<file path="src/rtl/pe_is_pkg.sv">
// Shared types and helpers for the multi-context input-stationary PE.
package pe_is_pkg;

    typedef enum logic [1:0] {
        StIdle    = 2'd0,
        StLoad    = 2'd1,
        StCompute = 2'd2
    } pe_state_e;

    // Widest accumulator the saturation helpers can describe.
    localparam int unsigned MaxMacW = 128;

    function automatic int unsigned ctx_width(input int unsigned depth);
        return (depth > 1) ? int'($clog2(depth)) : 1;
    endfunction

    // Largest representable value of a w-bit accumulator (low w bits are meaningful).
    function automatic logic [MaxMacW-1:0] sat_hi(input int unsigned w, input bit sgn);
        return (MaxMacW'(1) << (sgn ? w - 1 : w)) - MaxMacW'(1);
    endfunction

    // Smallest representable value of a w-bit accumulator (low w bits are meaningful).
    function automatic logic [MaxMacW-1:0] sat_lo(input int unsigned w, input bit sgn);
        return sgn ? ~sat_hi(w, 1'b1) : '0;
    endfunction

endpackage

</file>
<file path="src/rtl/pe_is_act_bank.sv">
// DEPTH-entry activation register file filled sequentially through a wrapping load pointer.
module pe_is_act_bank
    import pe_is_pkg::*;
#(
    parameter int unsigned WIDTH_A = 16,
    parameter int unsigned DEPTH   = 4,
    parameter int unsigned CTX_W   = ctx_width(DEPTH)
) (
    input  logic               clk,
    input  logic               clr_i,
    input  logic               wr_en_i,
    input  logic [WIDTH_A-1:0] wr_data_i,
    input  logic [CTX_W-1:0]   rd_ctx_i,
    output logic [WIDTH_A-1:0] rd_data_o,
    output logic               wr_last_o
);

    logic [WIDTH_A-1:0] mem_q [DEPTH];
    logic [CTX_W-1:0]   ptr_q;

    assign wr_last_o = wr_en_i && (32'(ptr_q) == DEPTH - 1);

    // Sequential fill; the pointer wraps to entry 0 after the last write so a reload starts clean.
    always_ff @(posedge clk) begin
        if (clr_i) begin
            ptr_q <= '0;
            for (int i = 0; i < int'(DEPTH); i++) begin
                mem_q[i] <= '0;
            end
        end else if (wr_en_i) begin
            mem_q[ptr_q] <= wr_data_i;
            ptr_q        <= wr_last_o ? '0 : ptr_q + CTX_W'(1);
        end
    end

    // Combinational read; out-of-range contexts read as zero.
    always_comb begin
        rd_data_o = '0;
        if (32'(rd_ctx_i) < DEPTH) begin
            rd_data_o = mem_q[rd_ctx_i];
        end
    end

endmodule

</file>
<file path="src/rtl/processing_element_is_mc.sv">
// Multi-context input-stationary systolic PE: psum_out = psum_in + act[ctx] * wei.
// Optional build macro PE_IS_MC_SATURATE_EN clamps the accumulation instead of wrapping.
module processing_element_is_mc
    import pe_is_pkg::*;
#(
    parameter int unsigned WIDTH_A   = 16,
    parameter int unsigned WIDTH_B   = 16,
    parameter int unsigned WIDTH_MAC = 48,
    parameter int unsigned WIDTH_T   = 2,
    parameter int unsigned DEPTH     = 4,
    parameter int unsigned STAGE     = 1,
    parameter bit          SIGNED    = 1'b1,
    parameter bit          ZERO_GATE = 1'b1,
    localparam int unsigned CTX_W    = ctx_width(DEPTH)
) (
    input  logic                 clk,
    input  logic                 rst,
    input  logic                 reg_clear,
    input  logic                 pipeline_en,
    input  logic                 load_start,
    input  logic [WIDTH_A-1:0]   act_in,
    input  logic                 act_in_valid,
    output logic [WIDTH_A-1:0]   act_out,
    output logic                 act_out_valid,
    input  logic [WIDTH_B-1:0]   wei_in,
    input  logic                 wei_in_valid,
    input  logic [CTX_W-1:0]     wei_ctx_in,
    output logic [WIDTH_B-1:0]   wei_out,
    output logic [CTX_W-1:0]     wei_ctx_out,
    output logic                 wei_out_valid,
    input  logic [WIDTH_MAC-1:0] psum_in,
    output logic [WIDTH_MAC-1:0] psum_out,
    output logic                 psum_out_valid,
    input  logic [WIDTH_T-1:0]   Thres,
    output logic                 load_done,
    output logic                 busy,
    output logic                 err
);

    localparam int unsigned PW   = WIDTH_A + WIDTH_B;
    localparam int unsigned NStg = (STAGE > 0) ? STAGE : 1;

    pe_state_e          state_q;
    logic               clr, wr_en, wr_last, ctx_ok, accept, gate;
    logic [WIDTH_A-1:0] act_sel, act_mag;
    logic [WIDTH_B-1:0] wei_mag;
    logic [PW-1:0]      a_ext, b_ext, prod_c;

    assign clr     = rst | reg_clear;
    assign wr_en   = (state_q == StLoad) && act_in_valid;
    assign ctx_ok  = 32'(wei_ctx_in) < DEPTH;
    assign accept  = (state_q == StCompute) && wei_in_valid && pipeline_en && ctx_ok;
    assign busy    = (state_q != StIdle);

    pe_is_act_bank #(
        .WIDTH_A (WIDTH_A),
        .DEPTH   (DEPTH),
        .CTX_W   (CTX_W)
    ) u_bank (
        .clk       (clk),
        .clr_i     (clr),
        .wr_en_i   (wr_en),
        .wr_data_i (act_in),
        .rd_ctx_i  (wei_ctx_in),
        .rd_data_o (act_sel),
        .wr_last_o (wr_last)
    );

    // Control FSM plus the registered activation forward, load_done pulse and sticky error.
    always_ff @(posedge clk) begin
        if (clr) begin
            state_q       <= StIdle;
            load_done     <= 1'b0;
            err           <= 1'b0;
            act_out       <= '0;
            act_out_valid <= 1'b0;
        end else begin
            load_done     <= wr_last;
            act_out_valid <= act_in_valid && (state_q != StLoad);
            if (act_in_valid && (state_q != StLoad)) begin
                act_out <= act_in;
            end
            if (wei_in_valid && ((state_q != StCompute) || !ctx_ok)) begin
                err <= 1'b1;
            end
            unique case (state_q)
                StIdle:    if (load_start) state_q <= StLoad;
                StLoad:    if (wr_last) state_q <= StCompute;
                StCompute: if (load_start) state_q <= StLoad;
                default:   state_q <= StIdle;
            endcase
        end
    end

    // Weight forwarding follows the pipeline enable regardless of state.
    always_ff @(posedge clk) begin
        if (clr) begin
            wei_out       <= '0;
            wei_ctx_out   <= '0;
            wei_out_valid <= 1'b0;
        end else if (pipeline_en) begin
            wei_out       <= wei_in;
            wei_ctx_out   <= wei_ctx_in;
            wei_out_valid <= wei_in_valid;
        end
    end

    // Operand extension, magnitude threshold test and full-width product.
    always_comb begin
        act_mag = (SIGNED && act_sel[WIDTH_A-1]) ? -act_sel : act_sel;
        wei_mag = (SIGNED && wei_in[WIDTH_B-1]) ? -wei_in : wei_in;
        gate    = ZERO_GATE && (((act_mag >> Thres) == '0) || ((wei_mag >> Thres) == '0));
        a_ext   = SIGNED ? {{WIDTH_B{act_sel[WIDTH_A-1]}}, act_sel} : {{WIDTH_B{1'b0}}, act_sel};
        b_ext   = SIGNED ? {{WIDTH_A{wei_in[WIDTH_B-1]}}, wei_in} : {{WIDTH_A{1'b0}}, wei_in};
        prod_c  = a_ext * b_ext;
    end

    logic [NStg-1:0]      vld_q, zero_q;
    logic [PW-1:0]        prod_q [NStg];
    logic [WIDTH_MAC-1:0] psi_q  [NStg];

    // Valid-tracked multiply pipeline; gated products leave the product registers untouched.
    always_ff @(posedge clk) begin
        if (clr) begin
            vld_q  <= '0;
            zero_q <= '0;
            for (int i = 0; i < int'(NStg); i++) begin
                prod_q[i] <= '0;
                psi_q[i]  <= '0;
            end
        end else if (pipeline_en) begin
            vld_q[0]  <= accept;
            zero_q[0] <= gate;
            if (accept) psi_q[0] <= psum_in;
            if (accept && !gate) prod_q[0] <= prod_c;
            for (int i = 1; i < int'(NStg); i++) begin
                vld_q[i]  <= vld_q[i-1];
                zero_q[i] <= zero_q[i-1];
                if (vld_q[i-1]) psi_q[i] <= psi_q[i-1];
                if (vld_q[i-1] && !zero_q[i-1]) prod_q[i] <= prod_q[i-1];
            end
        end
    end

    logic                 tail_vld, tail_zero;
    logic [PW-1:0]        tail_prod;
    logic [WIDTH_MAC-1:0] tail_psum, prod_ext, sum;

    if (STAGE == 0) begin : g_comb_mult
        assign tail_vld  = accept;
        assign tail_zero = gate;
        assign tail_prod = prod_c;
        assign tail_psum = psum_in;
    end else begin : g_reg_mult
        assign tail_vld  = vld_q[NStg-1];
        assign tail_zero = zero_q[NStg-1];
        assign tail_prod = prod_q[NStg-1];
        assign tail_psum = psi_q[NStg-1];
    end

`ifdef PE_IS_MC_SATURATE_EN
    localparam logic [WIDTH_MAC-1:0] SatHi = WIDTH_MAC'(sat_hi(WIDTH_MAC, SIGNED));
    localparam logic [WIDTH_MAC-1:0] SatLo = WIDTH_MAC'(sat_lo(WIDTH_MAC, SIGNED));
    logic [WIDTH_MAC:0] sum_w;
`endif

    // Accumulate; clamp on overflow when saturation is built in, otherwise wrap.
    always_comb begin
        prod_ext = tail_zero ? '0 : (SIGNED ? WIDTH_MAC'($signed(tail_prod)) : WIDTH_MAC'(tail_prod));
`ifdef PE_IS_MC_SATURATE_EN
        sum_w = {1'b0, tail_psum} + {1'b0, prod_ext};
        sum   = sum_w[WIDTH_MAC-1:0];
        if (SIGNED) begin
            if ((tail_psum[WIDTH_MAC-1] == prod_ext[WIDTH_MAC-1]) &&
                (sum[WIDTH_MAC-1] != tail_psum[WIDTH_MAC-1])) begin
                sum = tail_psum[WIDTH_MAC-1] ? SatLo : SatHi;
            end
        end else if (sum_w[WIDTH_MAC]) begin
            sum = SatHi;
        end
`else
        sum = tail_psum + prod_ext;
`endif
    end

    // Registered result stage; holds while the pipeline is stalled.
    always_ff @(posedge clk) begin
        if (clr) begin
            psum_out       <= '0;
            psum_out_valid <= 1'b0;
        end else if (pipeline_en) begin
            psum_out_valid <= tail_vld;
            if (tail_vld) psum_out <= sum;
        end
    end

endmodule

</file>
<file path="config.mk">
export PLATFORM = sky130hd
export DESIGN_NAME = processing_element_is_mc
export DESIGN_NICKNAME = d
export VERILOG_FILES = /design/src/rtl/pe_is_pkg.sv /design/src/rtl/pe_is_act_bank.sv /design/src/rtl/processing_element_is_mc.sv
export SDC_FILE = /design/constraint.sdc
export NUM_CORES = 1
export LEC_CHECK = 0
export BUFFER_PORTS_ARGS = -buffer_cell sky130_fd_sc_hd__buf_2
export CAP_MARGIN = 25
export CORE_MARGIN = 2
export CORE_UTILIZATION = 35
export DETAILED_ROUTE_END_ITERATION = 16
export HOLD_SLACK_MARGIN = 0.1
export SLEW_MARGIN = 25
export SYNTH_ARGS = -nofsm -noshare
export SYNTH_HDL_FRONTEND = slang
export SYNTH_SLANG_ARGS = --single-unit
</file>
<file path="constraint.sdc">
create_clock -name clk -period 8.2 [get_ports clk]
set_clock_uncertainty 0.2 [all_clocks]
set_input_delay 1.64 -clock clk [delete_from_list [all_inputs] [get_ports clk]]
set_output_delay 1.64 -clock clk [all_outputs]
set_load 0.01 [all_outputs]
</file>
==> results of run 1 <==
what timing repair did:
action	CTS	global route
setup endpoints to repair	0	3
resized for setup	0	1
buffers inserted	0	0
how the worst min path moves through the flow:
stage                                      to  slack, ps  cells past startpoint
finish              psum_out[35]$_SDFFE_PP0P_        250                      2
global route        psum_out[35]$_SDFFE_PP0P_        280                      2
CTS                 psum_out[35]$_SDFFE_PP0P_        250                      2
detailed placement  psum_out[31]$_SDFFE_PP0P_        240                      2
global placement      act_out[4]$_SDFFE_PP0P_        240                      2
floorplan           psum_out[11]$_SDFFE_PP0P_        280                      2
per-layer routing:
| layer | vias up | GRT usage (%) | routed length [microns] |
|---|---|---|---|
| li1 | 8186 | - | - |
| met1 | 8401 | 24.49 | 27310 |
| met2 | 444 | 30.81 | 27960 |
| met3 | 72 | 2.307 | 2807 |
| met4 | 0 | 3.757 | 1075 |
| met5 | - | 0 | 0 |
logic make-up (layout without fill, tap and decap cells):
group	Yosys count	in the layout	share of synthesized area, %
xor+xnor	67	67	2.606
compound gates	353	353	10.01
mux	46	46	2.823
fa+ha+maj	395	395	30.72
buf+inv	458	707	7.818
flops	237	237	27.47
simple gates	822	822	18.56
cell usage after synthesis (10+ instances only):
cell type / number
nor2b_1: 43
o21bai_1: 15
a31oi_1: 13
o21a_1: 17
clkbuf_1: 99
fa_1: 263
nand2_1: 265
dfxtp_1: 93
nor2_2: 10
nor2_1: 123
a21oi_1: 148
inv_1: 347
edfxtp_1: 144
and3_1: 15
xor2_1: 28
mux2i_1: 32
xnor2_1: 39
mux4_2: 14
ha_1: 132
nand2b_1: 13
nand4_1: 11
nor3_1: 30
a21o_1: 30
and2_1: 235
o21ai_0: 46
nand3_1: 23
flip-flops by register name, summed over array words and instances (netlist names), 2 cells and up:
signal / flops
prod_q: 32
wei_ctx_out: 2
state_q: 2
psi_q: 48
psum_out: 48
wei_out: 16
u_bank.mem_q: 64
act_out: 16
u_bank.ptr_q: 2
stage by stage:
stage                     setup TNS [ps]  power, W
after floorplan                   -57.33  0.004585
after global placement            -960.9  0.006088
after CTS                              0  0.007451
final                                  0  0.007377
after detailed placement           -1721  0.006172
after global routing                   0  0.008151
cell type report:
cell class	instances	area, sq um
fill	6280	37180
multi-input combinational	1683	14690
sequential	237	6187
timing repair buffer	307	1959
inverter	348	1306
tap	846	1059
clock buffer	39	813.3
clock inverter	13	113.9
power breakdown:
part	internal (W)	switching (W)
clock	0.000725	0.000509
combinational	0.00225	0.00258
sequential	0.00129	0.0000150
total	0.00427	0.00310
worst min-delay path, stage by stage (launching register included):
cell	delay (ps)
dfxtp_1	300
nand2_1	50
a21oi_1	50
==> metrics, run 1 <==
CP Capture Type=flop; CP peak stage delay=600 ps; worst hold slack=250.7 ps; Placement Rows=92; Total Nets Final=3091; fin area=26130 sq um; Cell Area, Synth=22520 sq um; CP top delay family=adder cells; Hold Path Class=flop to flop; R2R Setup Slk=1370 ps; die width=257.6 microns; Worst-path clk slew=60 ps; DP Worst Slack=-319.2 ps; TritonCTS Sinks=237; RD Place Congestion=0.8982; core area=63310 sq um; Main synth FF type=edfxtp_1; CP startpoint=wei_ctx_in[0]; H-Tree Depth=1; Final Cycle Share=95.75%; utilization after layout=41.28%; Worst-Margin Slew=1026 ps; Mapped Avg Cell Area=9.469 sq um; reg2reg path depth=23; DR pass1 iterations=7; Worst EP arrival=7970 ps; routed wire length=59.15 mm; asr flop ratio synth=0%; final count of pins violating max slew=0; crit-path max FO=10; most frequent cells in the layout=343 x inv_1, 261 x fa_1, 260 x nand2_1, 235 x and2_1, 178 x buf_2; Final Hold Viols=0; CTS Root Cell=clkbuf_16; top cell type's share of synthesized area=23.38%; Worst-Skew Late Latency=580 ps; Peak Freq=127.4 MHz; Area Growth Syn to Fin=16.05%; CP most frequent cell=fa_1; placed cells=3421; Seq/Total Area, Yosys=27.47%; syn nets=2864; WP data required=8320 ps; 1st-iter DRT viols=1098; Netlist cell types=79; layout cell share with drive strength beyond 1=15.99%; Avg WL per Cell=17.03 microns; Final setup viols=0; GRT overflow=0; IO Port Bufs=178; Max Cap Viol=0; global-route wire length before repair=97.09 mm; vias in the first global route=18284; FF-to-FF Start=u_bank.mem_q[2][15]$_SDFFCE_PN0P_; DP Wirelength=47.34 mm; CTS tree=done; FF-to-FF End=prod_q[0][30]$_SDFFCE_PN0P_; gr usage total=18.03%; Placed Area=25200 sq um; fin crit period=7851 ps; n_diodes=0; Initial Util=35.57%; Synth Register Bits=237; RSZ-0062 raised after global routing=false; Vias/cell=4.925; die area=66380 sq um; status=complete, no violations; antenna violations before repair=1; dominant cells by area after synthesis=fa_1 23%, edfxtp_1 19%, dfxtp_1 8.3%; CP endpoint=prod_q[0][30]$_SDFFCE_PN0P_; total number of vias=17103; PwrDens=282.3 nW/um^2; CP Buf/Inv Count=8; WS Path Type=primary input to flop; CTS Buffer Depth=3; CTS Hold Buffers Added=0; number of synthesized flops with an enable pin=144; Min-Delay Startpoint=psum_out[35]$_SDFFE_PP0P_; Max transition margin=31.62%; CTS buffer count=28; yosys warns=0; Leakage=12.24 nW; Vert. Die Dim=257.6 microns; Setup crit start kind=primary input; VDD IR max=0.0003421 V; post-synthesis cell count=2378; commonest non-fill, non-tap cell in the layout=inv_1; worst setup margin=348.5 ps; DRC errors left=0; largest net degree at the start of global routing=56; Ports=179; Layout Cells excl Fill=3473; Yosys top cell by area=fa_1; CP max-delay cell=mux4_2; antenna-violating nets left=0; Stages on worst setup path=26
(Power assumes the default switching activity.)
==> inputs of run 2 (changes only) <==
--- a/config.mk
+++ b/config.mk
@@ -14,4 +14,5 @@
 export SLEW_MARGIN = 25
 export SYNTH_ARGS = -nofsm -noshare
 export SYNTH_HDL_FRONTEND = slang
+export SYNTH_HIERARCHICAL = 1
 export SYNTH_SLANG_ARGS = --single-unit
==> run 2 against run 1 <==
Effect of this change:
- synthesized area fell by 0.88%
- power fell by 3.2%
- setup slack lost 86 ps
- flip-flop and latch count did not move
- cell area decreased by 1.3%
- via count down 2.9%
- largest power group unchanged
- highest routed layer unchanged
==> metrics, run 2 <==
Sequential Power Share=18.4%; fin area=25790 sq um; Logic pwr share=64.9%; Area Growth Syn to Fin=15.56%; status=complete, no violations; Initial Util=35.38%; gr usage total=18.39%; DRC errors left=0; antenna-violating nets left=0; DP Wirelength=48.10 mm; Synth Register Bits=237; Worst-path clk slew=60 ps; number of flip-flops in the largest register=64; largest net degree at the start of global routing=52; Placement Rows=92; Largest regs=u_bank/mem_q: 64 flops, psi_q: 48 flops, psum_out: 48 flops; top cells by count, synth=332 x inv_1, 263 x fa_1, 255 x nand2_1, 234 x and2_1, 144 x edfxtp_1; layout cell share with drive strength beyond 1=16.47%; CP Capture Type=flop; Setup crit start kind=primary input; IO Port Bufs=178; Fillers=6234; GRT overflow=0; PwrDens=276.9 nW/um^2; post-synthesis cell count=2304; Final Hold Viols=0; Worst-Skew Late Latency=540 ps; vias in the first global route=17447; FF-to-FF Start=u_bank/mem_q[3][5]$_DFFE_PP_; total power draw=0.007141 W; antenna violations before repair=1; most common cell in the netlist=inv_1; Clk pwr share=16.7%; Hold Path Class=flop to flop; Min-Delay Startpoint=psum_out[26]$_SDFFE_PP0P_; WP data required=8290 ps; WS Path Type=primary input to flop; RD Place Congestion=0.9179; crit-path max FO=6; Worst-Margin Slew=967.1 ps; Final Cycle Share=96.80%; CTS buffer count=26; Placed Area=24880 sq um; R2R Setup Slk=1310 ps; Leakage=12.11 nW; setup TNS=0 ps; die area=65810 sq um; Main synth FF type=edfxtp_1; Hold Path Depth=2; Netlist cell types=86; most frequent cells in the layout=329 x inv_1, 260 x fa_1, 254 x nand2_1, 233 x and2_1, 177 x buf_2; Worst EP arrival=8030 ps; asr flop ratio synth=0%; NetSw=0.002955 W; number of synthesized flops with an enable pin=144; Cell Area, Synth=22320 sq um; Avg WL per Cell=18.00 microns; VDD IR max=0.0002066 V; yosys warns=6; reg2reg path depth=24; syn nets=2790; Yosys top cell by area=fa_1; P_int=0.004187 W; DR pass1 iterations=5; 1st-iter DRT viols=917; fin crit period=7937 ps; global-route wire length before repair=96.54 mm; total number of vias=16610; Max Cap Viol=0; Layout Cells excl Fill=3379; Vert. Die Dim=256.5 microns; Seq/Total Area, Yosys=27.71%; routed wire length=60.82 mm; Max transition margin=35.26%; Peak Freq=126.0 MHz; Reg with most FFs=u_bank/mem_q; final count of pins violating max slew=0; Total Nets Final=2999; CTS Root Cell=clkbuf_16; Switching Share=41.37%; H-Tree Depth=1; commonest non-fill, non-tap cell in the layout=inv_1; TritonCTS Sinks=237; Ports=179; dominant cells by area after synthesis=fa_1 24%, edfxtp_1 19%, dfxtp_1 8.3%; core area=63080 sq um; Mapped Avg Cell Area=9.688 sq um; CTS Buffer Depth=3; worst hold slack=252.7 ps; die width=256.5 microns; top cell type's share of synthesized area=23.59%; Final setup viols=0; CTS tree=done; hold path endpoint=psum_out[26]$_SDFFE_PP0P_; Vias/cell=4.916; FF-to-FF End=prod_q[0][26]$_SDFFCE_PN0P_; placed cells=3331
-- run 2: final cells by class --
class,instances,area [sq um],area share (%)
multi-input cells,1611,14490,56.17
diodes,1,2.502,0.009702
clock inverters,16,163.9,0.6355
inverters,332,1247,4.837
well taps,846,1059,4.104
flip-flops and latches,237,6186,23.98
repair buffers,305,1947,7.548
clock buffers,31,700.7,2.717
-- run 2: metrics by stage --
step                      utilization (%)  setup WS, ps
after detailed placement            39.45        -418.3
after floorplan                         -         12.55
after global routing                40.89        -3.780
final                               40.89         262.5
after global placement              39.45        -319.8
after CTS                           40.82         179.5
-- run 2: power groups by stage --
stage          Combinational [W]  Clock [W]  Sequential [W]
2_1_floorplan            0.00305          0         0.00133
3_3_place_gp             0.00446          0         0.00134
3_5_place_dp             0.00454          0         0.00134
4_1_cts                  0.00456    0.00122         0.00131
5_1_grt                  0.00525    0.00126         0.00131
6_report                 0.00464    0.00119         0.00131
-- run 2: worst max-delay path by stage --
stage,to,from,cells after the start,slack [ps]
2_1_floorplan,prod_q[0][31]$_SDFFCE_PN0P_,wei_ctx_in[0],26,10
3_3_place_gp,prod_q[0][30]$_SDFFCE_PN0P_,wei_ctx_in[0],25,-320
3_5_place_dp,prod_q[0][30]$_SDFFCE_PN0P_,wei_ctx_in[0],23,-420
4_1_cts,prod_q[0][30]$_SDFFCE_PN0P_,wei_ctx_in[0],23,180
5_1_grt,prod_q[0][26]$_SDFFCE_PN0P_,wei_ctx_in[0],26,-4
6_report,prod_q[0][26]$_SDFFCE_PN0P_,wei_ctx_in[0],26,260
-- run 2: logic make-up (layout without fill, tap and decap cells) --
| family | count (synthesis) | in the layout | synth area share (%) |
|---|---|---|---|
| AO/OA/AOI/OAI | 326 | 326 | 9.698 |
| XOR/XNOR | 74 | 74 | 2.904 |
| adder cells (fa/ha/maj) | 395 | 395 | 30.99 |
| buffers and inverters | 456 | 684 | 7.994 |
| flip-flops | 237 | 237 | 27.71 |
| multiplexers | 41 | 41 | 2.842 |
| other | 0 | 1 | 0 |
| AND/OR/NAND/NOR | 775 | 775 | 17.86 |
-- run 2: layer usage --
metal	track usage, %	wire length (microns)	vias up
met1	24.68	27350	8201
li1	-	-	7882
met4	4.328	1464	0
met2	31.15	28720	449
met5	0	0	-
met3	2.867	3290	78
-- run 2: repair_timing --
action	4_1_cts	5_1_grt
endpoints found under the hold margin	0	0
resized for setup	0	10
hold buffers	0	0
buffers inserted	0	0
setup endpoints to repair	0	4
-- run 2: critical path, stage by stage --
cell	delay, ps
buf_4	160
buf_12	140
mux4_2	560
and2_1	210
fa_1	530
inv_1	60
fa_1	550
inv_1	50
fa_1	500
fa_1	430
fa_1	490
inv_1	50
fa_1	540
inv_1	60
ha_1	280
a21oi_1	170
o211ai_1	140
a21o_1	190
a21o_1	190
a211oi_2	290
nor3b_2	100
buf_4	140
o21ai_0	170
nand2b_1	100
xor2_1	140
nor2b_1	120
